[src/rtl/pong_pkg.sv]
// Shared constants and helpers for the pong player-I/O block:
// LFSR feedback mask and seed, debounce length, seven-segment lookup.
package pong_pkg;

  // Galois feedback mask for x^16 + x^14 + x^13 + x^11 + 1 (right-shifting form)
  localparam logic [15:0] LFSR_MASK = 16'hB400;

  // Default LFSR seed; an all-zero state would lock the LFSR up
  localparam logic [15:0] LFSR_SEED_DEFAULT = 16'hACE1;

  // 10 ms of stable input at 50 MHz
  localparam int DEBOUNCE_CYCLES_DEFAULT = 500000;

  // Hex digit to segments {g,f,e,d,c,b,a}, active-low
  function automatic logic [6:0] seg7(input logic [3:0] value);
    logic [6:0] seg;
    case (value)
      4'h0: seg = 7'b1000000;
      4'h1: seg = 7'b1111001;
      4'h2: seg = 7'b0100100;
      4'h3: seg = 7'b0110000;
      4'h4: seg = 7'b0011001;
      4'h5: seg = 7'b0010010;
      4'h6: seg = 7'b0000010;
      4'h7: seg = 7'b1111000;
      4'h8: seg = 7'b0000000;
      4'h9: seg = 7'b0010000;
      4'hA: seg = 7'b0001000;
      4'hB: seg = 7'b0000011;
      4'hC: seg = 7'b1000110;
      4'hD: seg = 7'b0100001;
      4'hE: seg = 7'b0000110;
      default: seg = 7'b0001110;
    endcase
    return seg;
  endfunction

endpackage

[src/rtl/debounce_hex_rng_if.sv]
// Player-I/O signal bundle: raw/debounced keys, RNG bound/value,
// score digits and their seven-segment patterns.
interface debounce_hex_rng_if;
  logic [3:0] key_raw;
  logic [3:0] key_db;
  logic [9:0] rng_limit;
  logic [9:0] rng_value;
  logic [3:0] digit0;
  logic [3:0] digit1;
  logic [3:0] digit2;
  logic [3:0] digit3;
  logic [6:0] hex0;
  logic [6:0] hex1;
  logic [6:0] hex2;
  logic [6:0] hex3;

  // Game logic side: supplies keys, bound and digits, consumes results
  modport master (
    output key_raw, rng_limit, digit0, digit1, digit2, digit3,
    input  key_db, rng_value, hex0, hex1, hex2, hex3
  );

  // Player-I/O block side
  modport slave (
    input  key_raw, rng_limit, digit0, digit1, digit2, digit3,
    output key_db, rng_value, hex0, hex1, hex2, hex3
  );
endinterface

[src/rtl/key_debouncer.sv]
// Single push-button debouncer: two-flop synchronizer followed by a
// stability counter. The output only changes after the synchronized
// input has disagreed with it for DEBOUNCE_CYCLES consecutive cycles.
module key_debouncer
  import pong_pkg::*;
#(
  parameter int DEBOUNCE_CYCLES = DEBOUNCE_CYCLES_DEFAULT
) (
  input  logic CLOCK_50,
  input  logic rst_n,
  input  logic key_raw,
  output logic key_db
);

  localparam int CNT_W = (DEBOUNCE_CYCLES > 1) ? $clog2(DEBOUNCE_CYCLES) : 1;
  localparam logic [CNT_W-1:0] CNT_LAST = CNT_W'(DEBOUNCE_CYCLES - 1);

  logic             sync1_reg;
  logic             sync2_reg;
  logic             db_reg;
  logic             db_next;
  logic [CNT_W-1:0] cnt_reg;
  logic [CNT_W-1:0] cnt_next;

  // Synchronizer, counter and debounced state; keys idle released (1)
  always_ff @(posedge CLOCK_50 or negedge rst_n) begin
    if (!rst_n) begin
      sync1_reg <= 1'b1;
      sync2_reg <= 1'b1;
      db_reg    <= 1'b1;
      cnt_reg   <= '0;
    end else begin
      sync1_reg <= key_raw;
      sync2_reg <= sync1_reg;
      db_reg    <= db_next;
      cnt_reg   <= cnt_next;
    end
  end

  // Count disagreeing cycles; any agreeing cycle restarts the count
  always_comb begin
    cnt_next = '0;
    db_next  = db_reg;
    if (sync2_reg != db_reg) begin
      if (cnt_reg == CNT_LAST) begin
        db_next = sync2_reg;
      end else begin
        cnt_next = cnt_reg + 1'b1;
      end
    end
  end

  assign key_db = db_reg;

endmodule

[src/rtl/debounce_hex_rng.sv]
// Player-I/O support block for pong: four key debouncers, a bounded
// pseudo-random generator for serves, and four seven-segment decoders.
module debounce_hex_rng
  import pong_pkg::*;
#(
  parameter int          DEBOUNCE_CYCLES = DEBOUNCE_CYCLES_DEFAULT,
  parameter logic [15:0] LFSR_SEED       = LFSR_SEED_DEFAULT  // must be nonzero
) (
  input  logic               CLOCK_50,
  input  logic               rst_n,
  debounce_hex_rng_if.slave  io
);

  logic [3:0]  key_db_bits;
  logic [15:0] lfsr_reg;
  logic [15:0] lfsr_next;
  logic [9:0]  rng_value_reg;
  logic [9:0]  rng_value_next;

  // One independent debouncer per key
  generate
    for (genvar gi = 0; gi < 4; gi++) begin : g_key
      key_debouncer #(
        .DEBOUNCE_CYCLES (DEBOUNCE_CYCLES)
      ) u_key_debouncer (
        .CLOCK_50 (CLOCK_50),
        .rst_n    (rst_n),
        .key_raw  (io.key_raw[gi]),
        .key_db   (key_db_bits[gi])
      );
    end
  endgenerate

  assign io.key_db = key_db_bits;

  // Galois LFSR step and scaling of its low 10 bits into 0..rng_limit-1;
  // the scaled value is (x * limit) / 1024, so it stays below limit
  always_comb begin
    lfsr_next = {1'b0, lfsr_reg[15:1]};
    if (lfsr_reg[0]) begin
      lfsr_next = lfsr_next ^ LFSR_MASK;
    end
    rng_value_next = 10'((20'(lfsr_reg[9:0]) * 20'(io.rng_limit)) >> 10);
  end

  // LFSR free-runs every cycle; rng_value lags the LFSR by one cycle
  always_ff @(posedge CLOCK_50 or negedge rst_n) begin
    if (!rst_n) begin
      lfsr_reg      <= LFSR_SEED;
      rng_value_reg <= '0;
    end else begin
      lfsr_reg      <= lfsr_next;
      rng_value_reg <= rng_value_next;
    end
  end

  assign io.rng_value = rng_value_reg;

  // Score digits decode straight through, independent of reset
  assign io.hex0 = seg7(io.digit0);
  assign io.hex1 = seg7(io.digit1);
  assign io.hex2 = seg7(io.digit2);
  assign io.hex3 = seg7(io.digit3);

endmodule

[src/flat_wrapper.sv]
// flat-port wrapper written by rule: the top's interface ports become plain ports
module debounce_hex_rng_flat import pong_pkg::*;
#(
  parameter int          DEBOUNCE_CYCLES = DEBOUNCE_CYCLES_DEFAULT,
  parameter logic [15:0] LFSR_SEED       = LFSR_SEED_DEFAULT                    
)
  (CLOCK_50, rst_n, io_key_raw, io_rng_limit, io_digit0, io_digit1, io_digit2, io_digit3, io_key_db, io_rng_value, io_hex0, io_hex1, io_hex2, io_hex3);
  debounce_hex_rng_if io_i ();
  input  logic CLOCK_50;
  input  logic rst_n;
  input wire logic [$bits(io_i.key_raw)-1:0] io_key_raw;
  input wire logic [$bits(io_i.rng_limit)-1:0] io_rng_limit;
  input wire logic [$bits(io_i.digit0)-1:0] io_digit0;
  input wire logic [$bits(io_i.digit1)-1:0] io_digit1;
  input wire logic [$bits(io_i.digit2)-1:0] io_digit2;
  input wire logic [$bits(io_i.digit3)-1:0] io_digit3;
  output wire logic [$bits(io_i.key_db)-1:0] io_key_db;
  output wire logic [$bits(io_i.rng_value)-1:0] io_rng_value;
  output wire logic [$bits(io_i.hex0)-1:0] io_hex0;
  output wire logic [$bits(io_i.hex1)-1:0] io_hex1;
  output wire logic [$bits(io_i.hex2)-1:0] io_hex2;
  output wire logic [$bits(io_i.hex3)-1:0] io_hex3;
  assign io_i.key_raw = io_key_raw;
  assign io_i.rng_limit = io_rng_limit;
  assign io_i.digit0 = io_digit0;
  assign io_i.digit1 = io_digit1;
  assign io_i.digit2 = io_digit2;
  assign io_i.digit3 = io_digit3;
  assign io_key_db = io_i.key_db;
  assign io_rng_value = io_i.rng_value;
  assign io_hex0 = io_i.hex0;
  assign io_hex1 = io_i.hex1;
  assign io_hex2 = io_i.hex2;
  assign io_hex3 = io_i.hex3;
  debounce_hex_rng #(.DEBOUNCE_CYCLES(DEBOUNCE_CYCLES), .LFSR_SEED(LFSR_SEED)) u_core (.CLOCK_50(CLOCK_50), .rst_n(rst_n), .io(io_i));
endmodule
[config.mk]
export PLATFORM = sky130hd
export DESIGN_NAME = debounce_hex_rng_flat
export DESIGN_NICKNAME = d
export VERILOG_FILES = /design/src/rtl/pong_pkg.sv /design/src/rtl/debounce_hex_rng_if.sv /design/src/rtl/key_debouncer.sv /design/src/rtl/debounce_hex_rng.sv /design/src/flat_wrapper.sv
export SDC_FILE = /design/constraint.sdc
export NUM_CORES = 1
export LEC_CHECK = 0
export CAP_MARGIN = 20
export CORE_UTILIZATION = 54
export DETAILED_ROUTE_END_ITERATION = 10
export HOLD_SLACK_MARGIN = 0.05
export PLACE_DENSITY_LB_ADDON = 0.1
export SYNTH_ARGS = -nofsm -noshare
export SYNTH_HDL_FRONTEND = slang
export SYNTH_SLANG_ARGS = --single-unit
[constraint.sdc]
create_clock -name CLOCK_50 -period 14.91 [get_ports CLOCK_50]
set_input_delay 2.982 -clock CLOCK_50 [delete_from_list [all_inputs] [get_ports CLOCK_50]]
set_output_delay 2.982 -clock CLOCK_50 [all_outputs]
set_load 0.02 [all_outputs]
After elaboration in Yosys (flattened, before gate mapping):

Memories as Yosys holds them, arrays and structs flattened.
Cells that the tools add are included.

* logic and storage cells: 49
* memory bits (writable): 0
* output and inout bits: 42
* latch bits: 0
* memory bits (read-only): 448
* flip-flop bits (word level): 114
* memories: 4
* input bits: 32

* bitwise gates (word level): 1
* shift-type cells: 0
* muxes and demuxes: 9
* reduce and logical (&&, ||, !) cells: 4
* order comparisons: 0
* eq/ne operators: 8
* multiply operators: 1
* $add $sub $neg: 4
* divide/modulo/power cells: 0

Memories
* (no name shown): depth 16, width 7, read ports 1, clocked after Yosys merged registers in 0, write ports 0, line pong_pkg.sv:17 `case (value)`
* (no name shown): depth 16, width 7, read ports 1, clocked after Yosys merged registers in 0, write ports 0, line pong_pkg.sv:17
* (no name shown): depth 16, width 7, read ports 1, clocked after Yosys merged registers in 0, write ports 0, line pong_pkg.sv:17
* (no name shown): depth 16, width 7, read ports 1, clocked after Yosys merged registers in 0, write ports 0, line pong_pkg.sv:17

Operator list (count)
* $mux 19: 8
* $add 19x1->19 const B: 4
* $eq 19x19->1 const B: 4
* $mul 10x10->20: 1
* $mux 16: 1
* $reduce_and 2->1: 4
* $ne 1x1->1: 4
* $not 3->4: 1

Longest topological paths before layout:

Gate-level depths: netlist of the first run.

* depth after elaboration: 3
* depth in mapped cells: 19
* gate-level depth less buffers: 18

Modules after synthesis:

A second synthesis of the first run with hierarchy kept.

* cells, all modules: 918
* area total of the unflattened synthesis: 9069.9 sq um

By module, submodules not included
* debounce_hex_rng: cells each 498, sequential area each 660.6 sq um, area an instance 4754.6 sq um, times used 1
* key_debouncer at u_core.g_key[1].u_key_debouncer ...: cells each 105, sequential area each 554.3 sq um, area an instance 1077.3 sq um, times used 3
* key_debouncer at u_core.g_key[0].u_key_debouncer: cells each 105, sequential area each 554.3 sq um, area an instance 1083.5 sq um, times used 1

Worst setup path after synthesis of the first run:

OpenSTA, ideal clock, no wires.

* path kind: input-to-reg
* start: in io_rng_limit[3]
* end: reg u_core.rng_value_reg[7], in the netlist u_core.io.rng_value[7]
* buffers on the path: 1
* stages: 19
* setup time: 0.080 ns
* path slack: 7.584 ns
* required time: 14.830 ns
* arrival: 7.247 ns
* cell sequence: clkbuf_1 nand2_1 fa_1 inv_1 fa_1 inv_1 fa_1 inv_1 fa_1 inv_1 fa_1 inv_1 ha_1 a21oi_1 o21a_1 o21ba_2 o41ai_4 a31oi_1 xnor2_1

* word-level cells in the longest chain between the ends: 1

Ends and longest elaborated chain
* from (decl): line flat_wrapper.sv:12 `input wire logic [$bits(io_i.rng_limit)-1:0] io_rng_limit;`
* $mul 10x10->20: line debounce_hex_rng.sv:43 `rng_value_next = 10'((20'(lfsr_reg[9:0]) * 20'(io.rng_limit)) >> 10);`
* named net u_core.rng_value_next[7]: line debounce_hex_rng.sv:18 `logic [9:0] rng_value_next;`
* to (signal assigned): line debounce_hex_rng.sv:53 `rng_value_reg <= rng_value_next;`
* to (decl): line debounce_hex_rng.sv:17 `logic [9:0] rng_value_reg;`

The timed path passes the listed nets, and every way through them passes these cells.
A chain may end at the register's enable or synchronous reset.

Worst setup path after layout of the first run:

* start: in io_digit1[1]
* end: out io_hex1[0]

* word-level cells in the longest chain between the ends: 1

Ends and longest elaborated chain
* from (decl): line flat_wrapper.sv:14 `input wire logic [$bits(io_i.digit1)-1:0] io_digit1;`
* $mem_v2 16x7
* to (decl): line flat_wrapper.sv:20 `output wire logic [$bits(io_i.hex1)-1:0] io_hex1;`

No other way between the ends.

==> out/metrics.yaml, run 1 <==
outcome: "complete, no violations"
fp-row-count: 46
rr_startpoint: "u_core.lfsr_reg[0]$_DFF_PN1_"
grtUsageTotal: 0.216
hold_start: "u_core.g_key[3].u_key_debouncer.sync1_reg$_DFF_PN1_"
drive_gt1_frac: 0.0875
seqPwrFrac: 0.387
cp_num_buf_inv: 3
final-seq-area_sq_um: 2880
synth_edf_count: 0
min_to: "u_core.g_key[3].u_key_debouncer.sync2_reg$_DFF_PN1_"
rsz0062_at_grt: "no"
ir_drop_mv: 0.0549
maxCapViolations: 0
ys_seq_elements: 114
drcViolationCount: 0
clock_sinks: 114
wire_per_inst_um: 13.9
avgSynthCellArea_sq_um: 9.96
grt_overflow: 0
tns_ns: 0
fmaxAchievable_ghz: 0.124
grt_max_degree: 87
cts-hold-fix-buffers: 0
die_w_um: 130
cts_resized: 0
cts_htree_levels: 4
finalCritPeriodShare: 0.542
leakagePower_nw: 5.08
cp_top_family: "buffers and inverters"
numPortBuffers: 73
path_common_cell: "clkdlybuf4s50_1"
endpoint_kind: "primary output"
post-route-min-period_ns: 8.07
pwr-share-clk: 0.523
clock_path_buffers: 2
post_cts_buffers: 0
area_growth_pct: 16.8
worstSetupPathType: "input port to primary output"
pin_count: 74
tightest_slew_ns: 0.525
cts_tree: "yes"
nFillCells: 1370
p_per_area_nw_per_um2: 79.1
p_comb_frac: 0.090
crit_slowest_cell: "clkdlybuf4s50_1"
critical_path_arrival_ns: 5.09
setup_viol: 0
start_util: 0.556
clk-insertion-delay-late_ns: 0.42
slew_violations: 0
worstPathCellList: "clkdlybuf4s50_1, inv_1, ha_1, nor2b_1, or3b_2, o21ai_0, clkdlybuf4s50_1"
antenna_left: 0
cp.depth: 7
clkTransAtPathRegs_ns: 0.05
grt_first_pass_wirelength_um: 28600
rrSetupSlack_ns: 9.83
core_area_sq_um: 16000
cp.required_ns: 11.93
async_flop_share: 1.00
largest_reg_flops: 76
syn_nets: 1067
min_path_cells: 0
ys_types: 55
antenna_found_initial: 0
nets: 1132
r2r.worst_path.cells: 14
gp_congestion: 0.804
dp_slack_ns: 6.83
p_sw_mw: 0.193
diodes: 0
finClkSkew_ns: 0.0118
synth_flop_cell: "dfrtp_1"
critical_path.max_stage_delay_ns: 0.62
fp.dieH_um: 130
path_max_fanout: 5
yosysWarnings: 0
hold_violations: 0
finalWirelength_um: 16500
syn_inst: 893
cp-start-kind: "input port"
worstHoldPathType: "register to register"
hpwlAfterDp_um: 11800
firstDrtPassIters: 4
synth_seq_area_share: 0.324
clockRootBuffer: "clkbuf_16"
cts_buffers: 17
grt_pass1_vias: 6102
multi_input_area_sq_um: 5570
setup_slack_ns: 6.84
fp.dieArea_sq_um: 17000
vias_per_cell: 5.18
p_int_mw: 0.628
r2r-end: "u_core.io.rng_value[3]$_DFF_PN0_"
netlist_area_sq_um: 8890
initialDrtViolationCount: 208
num_vias: 6149
switching_share: 0.235
slew_headroom: 0.649
-- routing by layer --
metal | GRT usage | up-vias | part of all wire
li1 | - | 3066 | -
met1 | 0.299 | 2969 | 0.48
met2 | 0.340 | 96 | 0.47
met3 | 0.0431 | 18 | 0.034
met4 | 0.0691 | 0 | 0.013
met5 | 0 | - | 0
-- power groups by stage --
stage               Sequential (mW)  Clock (mW)  Combinational, mW
detailed placement            0.323           0             0.0737
finish                        0.318       0.429             0.0740
CTS                           0.318       0.437             0.0742
global route                  0.319       0.453             0.0817
global placement              0.323           0             0.0735
floorplan                     0.322           0             0.0392
-- per-stage QoR --
stage	cell area (sq um)	hold slack (ns)	utilization	total power, mW	instances
floorplan	8890	0.333	-	0.361	893
global placement	9730	0.346	0.608	0.396	1154
detailed placement	9730	0.347	0.608	0.397	1154
CTS	10400	0.354	0.647	0.830	1186
global route	10400	0.357	0.649	0.853	1187
finish	10400	0.352	0.649	0.821	1187
-- synth_stat cells, types with 5 or more instances --
cell type,instances,area (sq um)
and2_1,69,432
nand4_1,20,125
xor2_1,49,429
a22o_1,7,61.3
ha_1,81,1010
o21ai_0,10,50.1
fa_1,61,1220
nand3_1,27,135
dfstp_2,20,526
o31ai_1,5,37.5
clkbuf_1,12,45.0
a21oi_1,17,85.1
dfrtp_1,94,2350
nand2_1,82,308
nor4_1,8,50.1
and3_1,7,43.8
buf_4,10,75.1
and4_1,8,70.1
nor2_1,112,420
inv_1,72,270
or2_2,6,37.5
mux2i_1,8,80.1
nor2b_1,8,50.1
xnor2_1,37,324
-- how the worst max path moves through the flow --
stage	startpoint	end	slack [ns]
6_report	io_digit1[1]	io_hex1[0]	6.84
5_1_grt	io_digit1[1]	io_hex1[0]	6.71
4_1_cts	io_digit0[1]	io_hex0[0]	6.82
3_5_place_dp	io_digit0[1]	io_hex0[0]	6.83
3_3_place_gp	io_digit1[1]	io_hex1[0]	6.86
2_1_floorplan	io_rng_limit[3]	u_core.io.rng_value[7]$_DFF_PN0_	7.58
-- logic make-up (layout without fill, tap and decap cells) --
| group | count (synthesis) | after routing | synth area share |
|---|---|---|---|
| and+or+nand+nor | 371 | 371 | 0.218 |
| buffers and inverters | 101 | 179 | 0.0497 |
| xor gates and xnor gates | 86 | 86 | 0.0847 |
| DFF | 114 | 114 | 0.324 |
| AOI/OAI and AO/OA | 63 | 63 | 0.0485 |
| adders and majority gates | 142 | 142 | 0.251 |
| muxes | 16 | 16 | 0.0242 |
-- layout by cell type, fill, tap and decap left out, types with 5 or more instances in the layout --
master             n
nor2_1           112
dfrtp_1           94
nand2_1           82
ha_1              81
inv_1             72
clkdlybuf4s50_1   72
and2_1            69
fa_1              61
xor2_1            49
xnor2_1           37
nand3_1           27
nand4_1           20
dfstp_2           20
a21oi_1           17
clkbuf_16         17
o21ai_0           10
nor2b_1            8
nor4_1             8
and4_1             8
mux2i_1            8
a22o_1             7
and3_1             7
or2_2              6
o31ai_1            5
-- layout make-up --
cell class,count,area share
Timing Repair Buffer,75,0.0735
Multi-Input combinational cell,678,0.537
Inverter,72,0.0260
Tap cell,216,0.0260
Clock inverter,15,0.0198
Sequential cell,114,0.277
Clock buffer,17,0.0410
Power figures use the tool's default switching activity.
==> inputs of run 2 (changes only) <==
- clock period: 14.91 -> 7.1 ns (I/O delays scaled with it)
==> run 2 against run 1 <==
Net effect: worst hold slack improved by 0.0032 ns; clock skew shrank 0.0032 ns; critical path depth up 8; worst setup slack got worse by 5.7 ns; die area is the same; global-route usage shrank 0.46 points; critical path type is now input port to register.
==> out/metrics.yaml, run 2 (synthesis results as in run 1) <==
outcome: "complete, no violations"
cts_buffers: 17
die_w_um: 130
setup.worst_path.start: "io_rng_limit[9]"
final_cell_mix: "112 x nor2_1, 94 x dfrtp_1, 82 x nand2_1"
leakagePower_nw: 5.06
grt_first_pass_wirelength_um: 27900
cts_resized: 0
tns_ns: 0
rrSetupSlack_ns: 2.01
clock_path_buffers: 2
post-route-min-period_ns: 6.01
fp.dieArea_sq_um: 17000
firstDrtPassIters: 4
final_common_cell: "nor2_1"
setup_viol: 0
worstSetupPathType: "input port to register"
wire_per_inst_um: 14.0
p_per_area_nw_per_um2: 165
min_path_cells: 0
post_dp_cell_area_sq_um: 9730
critical_path_arrival_ns: 6.31
fp.dieH_um: 130
grtUsageTotal: 0.211
vias_per_cell: 5.18
grt_max_degree: 65
rsz0062_at_grt: "no"
clkTransAtPathRegs_ns: 0.06
clk-insertion-delay-late_ns: 0.41
tightest_slew_ns: 0.789
cts_htree_levels: 4
endpoint_kind: "register"
nets: 1131
core_area_sq_um: 16000
r2r.worst_path.cells: 14
fmaxAchievable_ghz: 0.166
crit_end: "u_core.io.rng_value[7]$_DFF_PN0_"
fp-row-count: 46
grt_pass1_vias: 5899
clock_sinks: 114
largest_reg_flops: 76
path_max_fanout: 10
finalWirelength_um: 16600
antenna_left: 0
initialDrtViolationCount: 195
clockRootBuffer: "clkbuf_16"
ir_drop_mv: 0.128
num_vias: 6146
stdcell_area_sq_um: 10400
numPortBuffers: 73
grt_overflow: 0
cts-hold-fix-buffers: 0
cp-start-kind: "input port"
antenna_found_initial: 0
diodes: 0
hold_violations: 0
slew_headroom: 0.474
rr_startpoint: "u_core.lfsr_reg[0]$_DFF_PN1_"
start_util: 0.556
maxCapViolations: 0
r2r-end: "u_core.io.rng_value[7]$_DFF_PN0_"
cp.required_ns: 7.39
worstHoldPathType: "register to register"
drcViolationCount: 0
drive_gt1_frac: 0.0866
slew_violations: 0
area_growth_pct: 16.4
gp_congestion: 0.805
finClkSkew_ns: 0.00856
hpwlAfterDp_um: 12300
finalCritPeriodShare: 0.847
post_cts_buffers: 0
final_util: 0.647
pin_count: 74
cts_tree: "yes"
## run 2: routing by layer
metal	track usage	vias to the layer above	wire [um]
li1	-	3057	-
met1	0.289	3002	8170
met2	0.340	73	7870
met3	0.0410	14	423
met4	0.0609	0	161
met5	0	-	0
## run 2: where the power goes
part | switching, mW | internal [mW] | total [mW] | leakage (nW)
Clock | 0.308 | 0.575 | 0.883 | 0.301
Combinational | 0.0853 | 0.0672 | 0.152 | 3.25
Sequential | 0.00711 | 0.660 | 0.667 | 1.51
## run 2: final cells by class
cell class / count / area, sq um
Multi-Input combinational cell: 678 / 5570
Timing Repair Buffer: 74 / 736
Fill cell: 1366 / 5650
Clock inverter: 13 / 171
Sequential cell: 114 / 2880
Clock buffer: 19 / 453
Tap cell: 216 / 270
Inverter: 72 / 270
## run 2: worst min path at each step
stage / to / slack [ns] / start
after floorplan: u_core.lfsr_reg[11]$_DFF_PN1_ / 0.33 / u_core.lfsr_reg[12]$_DFF_PN0_
after global placement: u_core.lfsr_reg[11]$_DFF_PN1_ / 0.34 / u_core.lfsr_reg[12]$_DFF_PN0_
after detailed placement: u_core.lfsr_reg[11]$_DFF_PN1_ / 0.35 / u_core.lfsr_reg[12]$_DFF_PN0_
after CTS: u_core.g_key[3].u_key_debouncer.sync2_reg$_DFF_PN1_ / 0.36 / u_core.g_key[3].u_key_debouncer.sync1_reg$_DFF_PN1_
after global routing: u_core.g_key[3].u_key_debouncer.sync2_reg$_DFF_PN1_ / 0.36 / u_core.g_key[3].u_key_debouncer.sync1_reg$_DFF_PN1_
final: u_core.g_key[3].u_key_debouncer.sync2_reg$_DFF_PN1_ / 0.36 / u_core.g_key[3].u_key_debouncer.sync1_reg$_DFF_PN1_
## run 2: worst max-delay path, stage by stage
cell and delay, ns:
clkdlybuf4s50_1 0.65, nand2_1 0.15, fa_1 0.54, fa_1 0.55, inv_1 0.06, fa_1 0.50
fa_1 0.54, inv_1 0.05, fa_1 0.52, inv_1 0.04, ha_1 0.33, nand4_1 0.17
o41ai_4 0.47, a31oi_1 0.17, xnor2_1 0.14
## run 2: through the flow
stage	hold slack [ns]	setup WS (ns)	instances	power, mW
after floorplan	0.333	1.34	893	0.759
after global placement	0.336	0.739	1154	0.831
after detailed placement	0.346	0.644	1154	0.832
after CTS	0.356	1.08	1186	1.72
after global routing	0.358	0.858	1186	1.77
final	0.355	1.09	1186	1.70
==> inputs of run 3 (changes only) <==
- clock period: 7.1 -> 5.3 ns (I/O delays scaled with it)
==> run 3 against run 2 <==
Net effect: register-to-register slack worse by 1.6 ns; largest power group unchanged; worst setup slack worse by 0.85 ns; sequential power is 34% higher; global-route usage is 0.24 points higher; non-clock buffer count is 37 higher; combinational power is 38% higher; die area stayed put; clock skew is 0.0028 ns lower; flip-flop and latch count stayed put; wire length is 1.7% higher; utilization is 1.9 points higher; total power is 36% higher.
==> out/metrics.yaml, run 3 (synthesis results as in run 1) <==
maxCapViolations: 0
antenna_left: 0
nets: 1168
setup_viol: 0
core_area_sq_um: 16000
path_max_fanout: 8
tightest_slew_ns: 0.504
grt_max_degree: 86
clock_sinks: 114
clockRootBuffer: "clkbuf_16"
largest_reg_flops: 76
grt_overflow: 0
cp_top_family: "adder cells"
diodes: 0
r2r.worst_path.cells: 19
clkTransAtPathRegs_ns: 0.05
rrSetupSlack_ns: 0.37
worstHoldPathType: "register to register"
final_cell_mix: "112 x nor2_1, 94 x dfrtp_1, 82 x nand2_1"
cp.required_ns: 5.58
cts_buffers: 17
setup.worst_path.start: "io_rng_limit[6]"
p_per_area_nw_per_um2: 218
fmaxAchievable_ghz: 0.197
rr_startpoint: "u_core.lfsr_reg[5]$_DFF_PN1_"
antenna_found_initial: 0
setup_slack_ns: 0.232
finClkSkew_ns: 0.00573
rsz0062_at_grt: "no"
leakagePower_nw: 5.28
fp.dieH_um: 130
clk-insertion-delay-late_ns: 0.40
fp-row-count: 46
crit_slowest_cell: "fa_1"
post_dp_cell_area_sq_um: 9970
cts_htree_levels: 4
dp_slack_ns: -0.644
fp.dieArea_sq_um: 17000
post-route-min-period_ns: 5.07
grt_first_pass_wirelength_um: 28500
final_common_cell: "nor2_1"
start_util: 0.556
slew_headroom: 0.663
endpoint_kind: "register"
numPortBuffers: 73
worstPathCellList: "clkbuf_2, and2_1, fa_1, fa_1, inv_1, fa_1, inv_1, fa_1, inv_1, fa_1, inv_1, ha_4, a21oi_2, o21a_1, o21ba_2, o41ai_4, buf_4, a41oi_1, o21ai_1"
path_common_cell: "fa_1"
hold_violations: 0
critical_path.max_stage_delay_ns: 0.55
critical_path_arrival_ns: 5.35
area_growth_pct: 19.8
finalCritPeriodShare: 0.956
cp.depth: 19
grt_pass1_vias: 6047
ir_drop_mv: 0.169
num_vias: 6240
nFillCells: 1301
grtUsageTotal: 0.213
worstSetupPathType: "input port to register"
whs_ns: 0.352
crit_end: "u_core.io.rng_value[9]$_DFF_PN0_"
finalWirelength_um: 16900
pin_count: 74
r2r-end: "u_core.io.rng_value[9]$_DFF_PN0_"
firstDrtPassIters: 4
cts_tree: "yes"
cp-start-kind: "input port"
cp_num_buf_inv: 6
final_util: 0.666
clock_path_buffers: 2
hpwlAfterDp_um: 12400
drcViolationCount: 0
stdcell_area_sq_um: 10700
wire_per_inst_um: 13.8
drive_gt1_frac: 0.132
gp_congestion: 0.834
die_w_um: 130
vias_per_cell: 5.10
outcome: "complete, no violations"
slew_violations: 0
initialDrtViolationCount: 276
[run 3: worst min path at each step]
stage | startpoint | end | slack, ns | cells past startpoint
2_1_floorplan | u_core.lfsr_reg[12]$_DFF_PN0_ | u_core.lfsr_reg[11]$_DFF_PN1_ | 0.33 | 0
3_3_place_gp | u_core.lfsr_reg[12]$_DFF_PN0_ | u_core.lfsr_reg[11]$_DFF_PN1_ | 0.34 | 0
3_5_place_dp | u_core.g_key[3].u_key_debouncer.sync1_reg$_DFF_PN1_ | u_core.g_key[3].u_key_debouncer.sync2_reg$_DFF_PN1_ | 0.35 | 0
4_1_cts | u_core.g_key[1].u_key_debouncer.sync1_reg$_DFF_PN1_ | u_core.g_key[1].u_key_debouncer.sync2_reg$_DFF_PN1_ | 0.35 | 0
5_1_grt | u_core.g_key[1].u_key_debouncer.sync1_reg$_DFF_PN1_ | u_core.g_key[1].u_key_debouncer.sync2_reg$_DFF_PN1_ | 0.35 | 0
6_report | u_core.g_key[1].u_key_debouncer.sync1_reg$_DFF_PN1_ | u_core.g_key[1].u_key_debouncer.sync2_reg$_DFF_PN1_ | 0.35 | 0
[run 3: cell type report]
cell class / instances / area (sq um) / area share
inverters: 72 / 270 / 0.0254
clock inverters: 7 / 118 / 0.0110
multi-input cells: 678 / 5600 / 0.525
well taps: 216 / 270 / 0.0254
repair buffers: 111 / 988 / 0.0928
clock buffers: 25 / 536 / 0.0503
flip-flops and latches: 114 / 2880 / 0.270
[run 3: layer usage]
layer,GRT usage,wire length [um],vias up
met4,0.0554,148,0
met1,0.298,8050,3023
met3,0.0287,411,15
li1,-,-,3127
met5,0,0,-
met2,0.350,8300,75
[run 3: report_power, final]
group          switching (mW)  internal [mW]  leakage [nW]  total (mW)
Combinational           0.116         0.0940          3.45       0.209
Sequential            0.00987          0.885          1.51       0.895
Clock                   0.378          0.839         0.314        1.22
Total                   0.503           1.82          5.28        2.32
[run 3: metrics by stage]
stage	std cells	total power [mW]	TNS (ns)
floorplan	893	1.02	0
global placement	1187	1.12	-4.82
detailed placement	1187	1.12	-5.47
CTS	1221	2.35	0
global route	1223	2.41	0
finish	1223	2.32	0
[run 3: timing repair]
| item | CTS | global route |
|---|---|---|
| endpoints found under the hold margin | 0 | 0 |
| hold buffers | 0 | 0 |
| pin swaps | 2 | 3 |
| buffers inserted | 2 | 1 |
| setup endpoints to repair | 10 | 9 |
| resized for setup | 10 | 20 |
